$ cat src/rtl/clk_en_gen_if.sv
// Control/status bundle for the multi-channel clock-enable generator.
// The master drives enables, divisors and strobes; the slave returns the registered outputs.
interface clk_en_gen_if #(
    parameter int N_CH  = 4,
    parameter int CNT_W = 19
);
    logic [N_CH-1:0]       en;
    logic [N_CH*CNT_W-1:0] div_in;
    logic [N_CH-1:0]       load;
    logic                  sync;
    logic [N_CH-1:0]       tick;
    logic [N_CH-1:0]       sq;
    logic [N_CH-1:0]       pend;

    modport master (output en, div_in, load, sync, input  tick, sq, pend);
    modport slave  (input  en, div_in, load, sync, output tick, sq, pend);
endinterface

$ cat src/rtl/clk_en_gen.sv
// N_CH independent programmable dividers on clk_50M, each emitting a one-cycle tick
// and a 50%-duty square wave; divisor updates are shadowed and applied at period boundaries.
module clk_en_ch #(
    parameter int CNT_W   = 19,
    parameter int DEF_DIV = 49_999
) (
    input  logic             clk_50M,
    input  logic             rst_n,
    input  logic             en,
    input  logic [CNT_W-1:0] div_in,
    input  logic             load,
    input  logic             sync,
    output logic             tick,
    output logic             sq,
    output logic             pend
);
    logic [CNT_W-1:0] cnt, div_act, div_sh, nxt_div;

    // Divisor that takes over at a boundary: a same-edge load beats a pending shadow.
    always_comb begin
        nxt_div = div_act;
        if (load)      nxt_div = div_in;
        else if (pend) nxt_div = div_sh;
    end

    always_ff @(posedge clk_50M or negedge rst_n) begin
        if (!rst_n) begin
            cnt     <= '0;
            div_act <= CNT_W'(DEF_DIV);
            div_sh  <= CNT_W'(DEF_DIV);
            pend    <= 1'b0;
            tick    <= 1'b0;
            sq      <= 1'b0;
        end else if (sync || !en) begin
            cnt     <= '0;
            tick    <= 1'b0;
            sq      <= 1'b0;
            div_act <= nxt_div;
            div_sh  <= nxt_div;
            pend    <= 1'b0;
        end else if (cnt == div_act) begin
            cnt     <= '0;
            tick    <= 1'b1;
            sq      <= ~sq;
            div_act <= nxt_div;
            div_sh  <= nxt_div;
            pend    <= 1'b0;
        end else begin
            cnt  <= cnt + CNT_W'(1);
            tick <= 1'b0;
            // Mid-period loads only park in the shadow; last one wins.
            if (load) begin
                div_sh <= div_in;
                pend   <= 1'b1;
            end
        end
    end
endmodule

module clk_en_gen #(
    parameter int N_CH    = 4,
    parameter int CNT_W   = 19,
    parameter int DEF_DIV = 49_999
) (
    input  logic         clk_50M,
    input  logic         rst_n,
    clk_en_gen_if.slave  bus
);
    logic [N_CH-1:0] tick_w, sq_w, pend_w;

    for (genvar i = 0; i < N_CH; i++) begin : g_ch
        clk_en_ch #(.CNT_W(CNT_W), .DEF_DIV(DEF_DIV)) u_ch (
            .clk_50M (clk_50M),
            .rst_n   (rst_n),
            .en      (bus.en[i]),
            .div_in  (bus.div_in[i*CNT_W +: CNT_W]),
            .load    (bus.load[i]),
            .sync    (bus.sync),
            .tick    (tick_w[i]),
            .sq      (sq_w[i]),
            .pend    (pend_w[i])
        );
    end

    assign bus.tick = tick_w;
    assign bus.sq   = sq_w;
    assign bus.pend = pend_w;
endmodule

$ cat src/flat_wrapper.sv
// flat-port wrapper written by rule: the top's interface ports become plain ports
module clk_en_gen_flat 
#(
    parameter int N_CH    = 4,
    parameter int CNT_W   = 19,
    parameter int DEF_DIV = 49_999
)
  (clk_50M, rst_n, bus_en, bus_div_in, bus_load, bus_sync, bus_tick, bus_sq, bus_pend);
  clk_en_gen_if #(.N_CH(N_CH), .CNT_W(CNT_W)) bus_i ();
  input  logic clk_50M;
  input  logic rst_n;
  input wire logic [$bits(bus_i.en)-1:0] bus_en;
  input wire logic [$bits(bus_i.div_in)-1:0] bus_div_in;
  input wire logic [$bits(bus_i.load)-1:0] bus_load;
  input wire logic [$bits(bus_i.sync)-1:0] bus_sync;
  output wire logic [$bits(bus_i.tick)-1:0] bus_tick;
  output wire logic [$bits(bus_i.sq)-1:0] bus_sq;
  output wire logic [$bits(bus_i.pend)-1:0] bus_pend;
  assign bus_i.en = bus_en;
  assign bus_i.div_in = bus_div_in;
  assign bus_i.load = bus_load;
  assign bus_i.sync = bus_sync;
  assign bus_tick = bus_i.tick;
  assign bus_sq = bus_i.sq;
  assign bus_pend = bus_i.pend;
  clk_en_gen #(.N_CH(N_CH), .CNT_W(CNT_W), .DEF_DIV(DEF_DIV)) u_core (.clk_50M(clk_50M), .rst_n(rst_n), .bus(bus_i));
endmodule
$ cat config.mk
export PLATFORM = sky130hd
export DESIGN_NAME = clk_en_gen_flat
export DESIGN_NICKNAME = d
export VERILOG_FILES = /design/src/rtl/clk_en_gen_if.sv /design/src/rtl/clk_en_gen.sv /design/src/flat_wrapper.sv
export SDC_FILE = /design/constraint.sdc
export NUM_CORES = 1
export LEC_CHECK = 0
export BUFFER_PORTS_ARGS = -buffer_cell sky130_fd_sc_hd__buf_2
export CAP_MARGIN = 20
export CORE_MARGIN = 4
export CORE_UTILIZATION = 50
export DETAILED_ROUTE_END_ITERATION = 16
export GPL_ROUTABILITY_DRIVEN = 0
export PLACE_DENSITY_LB_ADDON = 0.15
export SYNTH_ARGS = -nofsm -noshare
export SYNTH_HDL_FRONTEND = slang
export SYNTH_SLANG_ARGS = --single-unit
$ cat constraint.sdc
create_clock -name clk_50M -period 2.7 [get_ports clk_50M]
set_input_delay 0.27 -clock clk_50M [delete_from_list [all_inputs] [get_ports clk_50M]]
set_output_delay 0.27 -clock clk_50M [all_outputs]
set_load 0.01 [all_outputs]
After elaboration in Yosys (flattened, before gate mapping)
Index checks and enable logic that the tools add are counted.
{"block": "totals", "regBits": 240, "in_bits": 87, "elab_cells": 116}
{"block": "classes", "n_addsub": 4, "eq_ne": 4, "n_mux": 64, "bitwise_logic": 4, "n_reduce_logical": 16}
{"operator": "2-to-1 mux 19 bit", "count": 36}
{"operator": "adder 19 x 1 -> 19 bit, second input constant", "count": 4}
{"operator": "equality test 19 bit", "count": 4}
{"operator": "2-to-1 mux 1 bit", "count": 28}
{"operator": "nonzero test 3 bit", "count": 4}
{"operator": "nonzero test 2 bit", "count": 4}
{"operator": "logical NOT 1 bit", "count": 4}
{"operator": "logical OR 1 bit", "count": 4}
{"operator": "NOT 1 bit", "count": 4}

Logic depth before layout (Yosys ltp)
{"block": "logic_depth", "depth_word": 4, "mapped_depth": 8, "mapped_depth_nobuf": 6}

By module
Synthesis repeated with hierarchy kept, for this count alone.
{"block": "unflattened", "cells_unflattened": 1036, "hier_area_um2": 12301.8}
{"mod": "clk_en_ch", "instances": 4, "cells_per_inst": 259, "area_each_um2": 3075.4, "seq_area_each_um2": 1524.0}

Worst setup path after synthesis
OpenSTA, ideal clock, no wires.
{"block": "synth_timing", "path_kind": "register -> register", "from": "register u_core.g_ch[2].u_ch.cnt[4]", "to": "register u_core.g_ch[2].u_ch.div_sh[10]", "arrival_time_ns": 2.347, "t_required_ns": 2.575, "setup_slack_ns": 0.229, "path_stages_with_launch": 9, "synth_period_minus_slack_ns": 2.471, "path_cell_list": "dfrtp_1 -> buf_6 -> xor2_1 -> or4_1 -> nor3_2 -> a41oi_4 -> buf_6 -> mux2_4 -> mux2_2"}
{"block": "synth_between", "elab_chain_cells": 3, "elab_cells_between_ends": 4}
{"element": "start: declaration", "line": "clk_en_gen.sv:17", "rtl": "logic [CNT_W-1:0] cnt, div_act, div_sh, nxt_div;"}
{"element": "start signal: assignment", "line": "clk_en_gen.sv:49", "rtl": "cnt <= cnt + CNT_W'(1);"}
{"element": "equality test 19 bit *", "line": "clk_en_gen.sv:41", "rtl": "end else if (cnt == div_act) begin"}
{"element": "2-to-1 mux 19 bit", "line": "clk_en_gen.sv:41"}
{"element": "2-to-1 mux 19 bit", "line": "clk_en_gen.sv:34", "rtl": "end else if (sync || !en) begin"}
{"element": "end signal: assignment", "line": "clk_en_gen.sv:30", "rtl": "div_sh <= CNT_W'(DEF_DIV);"}
{"element": "end signal: assignment", "line": "clk_en_gen.sv:39", "rtl": "div_sh <= nxt_div;"}
{"element": "end signal: assignment", "line": "clk_en_gen.sv:46", "rtl": "div_sh <= nxt_div;"}
{"element": "end: declaration", "line": "clk_en_gen.sv:17"}
Every way passes the cells marked *; elsewhere a longest branch is shown, timed or not.
A chain may end at the register's enable or synchronous reset.

Final worst setup path
{"block": "layout_timing", "from": "register u_core.g_ch[0].u_ch.div_act[3]", "to": "register u_core.g_ch[0].u_ch.div_sh[17]"}
{"block": "layout_between", "elab_chain_cells": 3, "elab_cells_between_ends": 4}
{"element": "start: declaration", "line": "clk_en_gen.sv:17"}
{"element": "start signal: assignment", "line": "clk_en_gen.sv:29", "rtl": "div_act <= CNT_W'(DEF_DIV);"}
{"element": "start signal: assignment", "line": "clk_en_gen.sv:38", "rtl": "div_act <= nxt_div;"}
{"element": "start signal: assignment", "line": "clk_en_gen.sv:45", "rtl": "div_act <= nxt_div;"}
{"element": "equality test 19 bit *", "line": "clk_en_gen.sv:41"}
{"element": "2-to-1 mux 19 bit", "line": "clk_en_gen.sv:41"}
{"element": "2-to-1 mux 19 bit", "line": "clk_en_gen.sv:34"}
{"element": "end signal: assignment", "line": "clk_en_gen.sv:30"}
{"element": "end signal: assignment", "line": "clk_en_gen.sv:39"}
{"element": "end signal: assignment", "line": "clk_en_gen.sv:46"}
{"element": "end: declaration", "line": "clk_en_gen.sv:17"}
Marked as above.

==> metrics.yaml <==
outcome:
  status: "complete, no violations"
finish:
  finish.utilization: 0.607
  layout.nets: 1301
  synthToLayoutAreaGrowth_pct: 19.5
  drive_gt1_frac: 0.324
  diodes: 0
floorplanning:
  dieArea_mm2: 0.0273
  rows: 57
  ios: 99
  fp.dieH_um: 165
  initial_utilization: 0.508
  core_mm2: 0.0243
  die_w_um: 165
power:
  p_leak_nw: 6.29
  switchingPower_mw: 2.28
  internal_power_mw: 6.94
  combPwrFrac: 0.146
  vdd_drop_max_mv: 0.441
  power.density_mw_per_mm2: 624
  p_clk_frac: 0.388
  p_sw_frac: 0.247
  seq_power_share: 0.466
setup_path:
  worst-endpoint-required_ps: 3110
  arrival_ps: 2920
  critPathKind: "reg -> reg"
  end_kind: "flip-flop"
  crit_path_start_kind: "flip-flop"
  path_max_fanout: 5
clock_network:
  cts_root_buf: "clkbuf_16"
  clk_latency_ps: 520
  cts-htree-levels: 1
  cts_tree: "yes"
  numCtsBuffers: 26
  clkTransAtPathRegs_ps: 60
  cts_resized: 0
  cts_buffer_depth: 3
  numClockSinks: 240
  hold_buffers: 67
  cts_setup_buffers: 0
sta:
  finalCriticalPeriod_ps: 2510
  setup_viol: 0
  hold_viol_final: 0
  fin_skew_ps: 13.3
  max_freq_mhz: 398
  tightest_slew_ps: 1020
  fin_ws_ps: 185
  rsz0062_at_grt: "no"
  fin_crit_sh: 0.931
  setup_tns_ps: 0
  final_max_slew_viol_count: 0
  relSlewSlack: 0.320
place:
  post-place-ws_ps: 165
  place_hpwl_um: 18600
  io_buffers: 98
route:
  vias: 8570
  drtIter0Drc: 430
  wl_per_cell_um: 17.7
  routed_wirelength_um: 27500
  drcViolationCount: 0
  firstDrtPassIters: 5
  via_per_inst: 5.51
  ant_nets: 0
yosys:
  async_flop_share: 1.00
  syn_inst: 1055
  syn_nets: 1146
  ys_warn_count: 0
  synth.distinct_cells: 36
  post_synth.cell_area_avg_um2: 11.7
  synth_edf_count: 0
  netlist_area_mm2: 0.0124
  seq_area_frac_synth: 0.493
  synth_flop_cell: "dfrtp_1"
  yosys_register_bits: 240
grt:
  grt_usage: 0.203
  grt_pass1_vias: 8749
  grt_max_degree: 64
  overflow: 0
  grt_pass1_wl_um: 45500
  antenna_found_initial: 0
run:
  maxCapViolations: 0
min_path:
  hold_path.class: "in -> reg"
final cells by class:
class	instances	area [um2]
fillers	1981	9560
flip-flops and latches	240	6100
multi-input cells	746	5910
repair buffers	195	1470
clock buffers	45	833
well taps	324	405
clock inverters	3	40.0
inverters	1	3.75
cells by family (layout without fill, tap and decap cells):
logic type               after synthesis  in the layout  synth area share
AO/OA/AOI/OAI                        172            172             0.115
XOR/XNOR                             144            144             0.102
adder cells (fa/ha/maj)                4              4           0.00405
buffers and inverters                 69            244            0.0284
flip-flops                           240            240             0.493
multiplexers                         152            152             0.148
AND/OR/NAND/NOR                      274            274             0.109
layout by cell type (no fill, tap or decap), types with 6 or more instances in the layout:
master / n
dfrtp_1: 168
mux2_2: 118
nor2_1: 113
xor2_1: 112
buf_2: 97
a22oi_1: 76
o2bb2ai_1: 76
dfstp_2: 72
dlygate4sd3_1: 67
nand2_1: 35
xnor2_1: 32
mux2_4: 30
clkbuf_16: 27
nand3_1: 26
buf_4: 24
nor4_1: 23
nand4_1: 13
nor3_1: 9
clkbuf_8: 9
clkbuf_1: 9
nor2b_1: 8
or4_1: 8
and3_1: 7
and4_1: 7
and2_1: 7
o21ai_1: 6
or3_1: 6
buf_12: 6
final timing paths:
kind	from	depth (start not counted)	slack, ps	endpoint
min	bus_div_in[8]	2	30	u_core.g_ch[0].u_ch.div_sh[8]
min reg2reg	u_core.g_ch[2].u_ch.div_act[6]	1	500	u_core.g_ch[2].u_ch.div_act[6]
max in group asynchronous	rst_n	3	1630	u_core.g_ch[2].u_ch.div_act[6]
max reg2reg	u_core.g_ch[0].u_ch.div_act[3]	7	190	u_core.g_ch[0].u_ch.div_sh[17]
max	u_core.g_ch[0].u_ch.div_act[3]	7	190	u_core.g_ch[0].u_ch.div_sh[17]
min in group asynchronous	rst_n	2	300	u_core.g_ch[3].u_ch.div_sh[16]
through the flow:
stage          power, mW  hold WS (ps)  std cells  instance area, um2
2_1_floorplan       5.18         -25.6       1055               12400
3_3_place_gp        5.59           258       1439               13200
3_5_place_dp        5.63           253       1439               13200
4_1_cts             9.33         0.759       1554               14800
5_1_grt             9.63          15.4       1554               14800
6_report            9.22          26.2       1554               14800
power groups by stage:
stage	Combinational [mW]	Clock (mW)	Sequential [mW]
2_1_floorplan	0.923	0	4.26
3_3_place_gp	1.25	0	4.34
3_5_place_dp	1.28	0	4.35
4_1_cts	1.36	3.68	4.29
5_1_grt	1.48	3.82	4.34
6_report	1.34	3.58	4.30
worst max-delay path, cell delays in order, from the launching register on:
cell     delay [ps]
dfstp_2         550
xor2_1           70
or4_1           520
nor3_2          240
a41oi_4         210
buf_4           220
mux2_1          310
mux2_2          270
state kept, by name, indices dropped and copies added (netlist names):
signal	count
u_core.g_ch.u_ch.cnt	76
u_core.g_ch.u_ch.div_act	76
u_core.g_ch.u_ch.div_sh	76
u_core.g_ch.u_ch.pend	4
u_core.g_ch.u_ch.sq	4
u_core.g_ch.u_ch.tick	4
per-layer routing:
metal / wire length [um] / global-route usage
met1: 12900 / 0.287
met3: 742 / 0.0213
met5: 0 / 0
met4: 610 / 0.0488
met2: 13200 / 0.337
cell usage after synthesis, types with 12 or more instances:
library cell | n | area (um2)
nand3_1 | 26 | 130
a22oi_1 | 76 | 571
o2bb2ai_1 | 76 | 666
xor2_1 | 112 | 981
dfstp_2 | 72 | 1890
mux2_4 | 30 | 450
nor2_1 | 113 | 424
xnor2_1 | 32 | 280
nand4_1 | 13 | 81.3
buf_4 | 12 | 90.1
dfrtp_1 | 168 | 4200
nor4_1 | 23 | 144
mux2_2 | 118 | 1330
nand2_1 | 35 | 131
clkbuf_1 | 45 | 169
(Power assumes the default switching activity.)
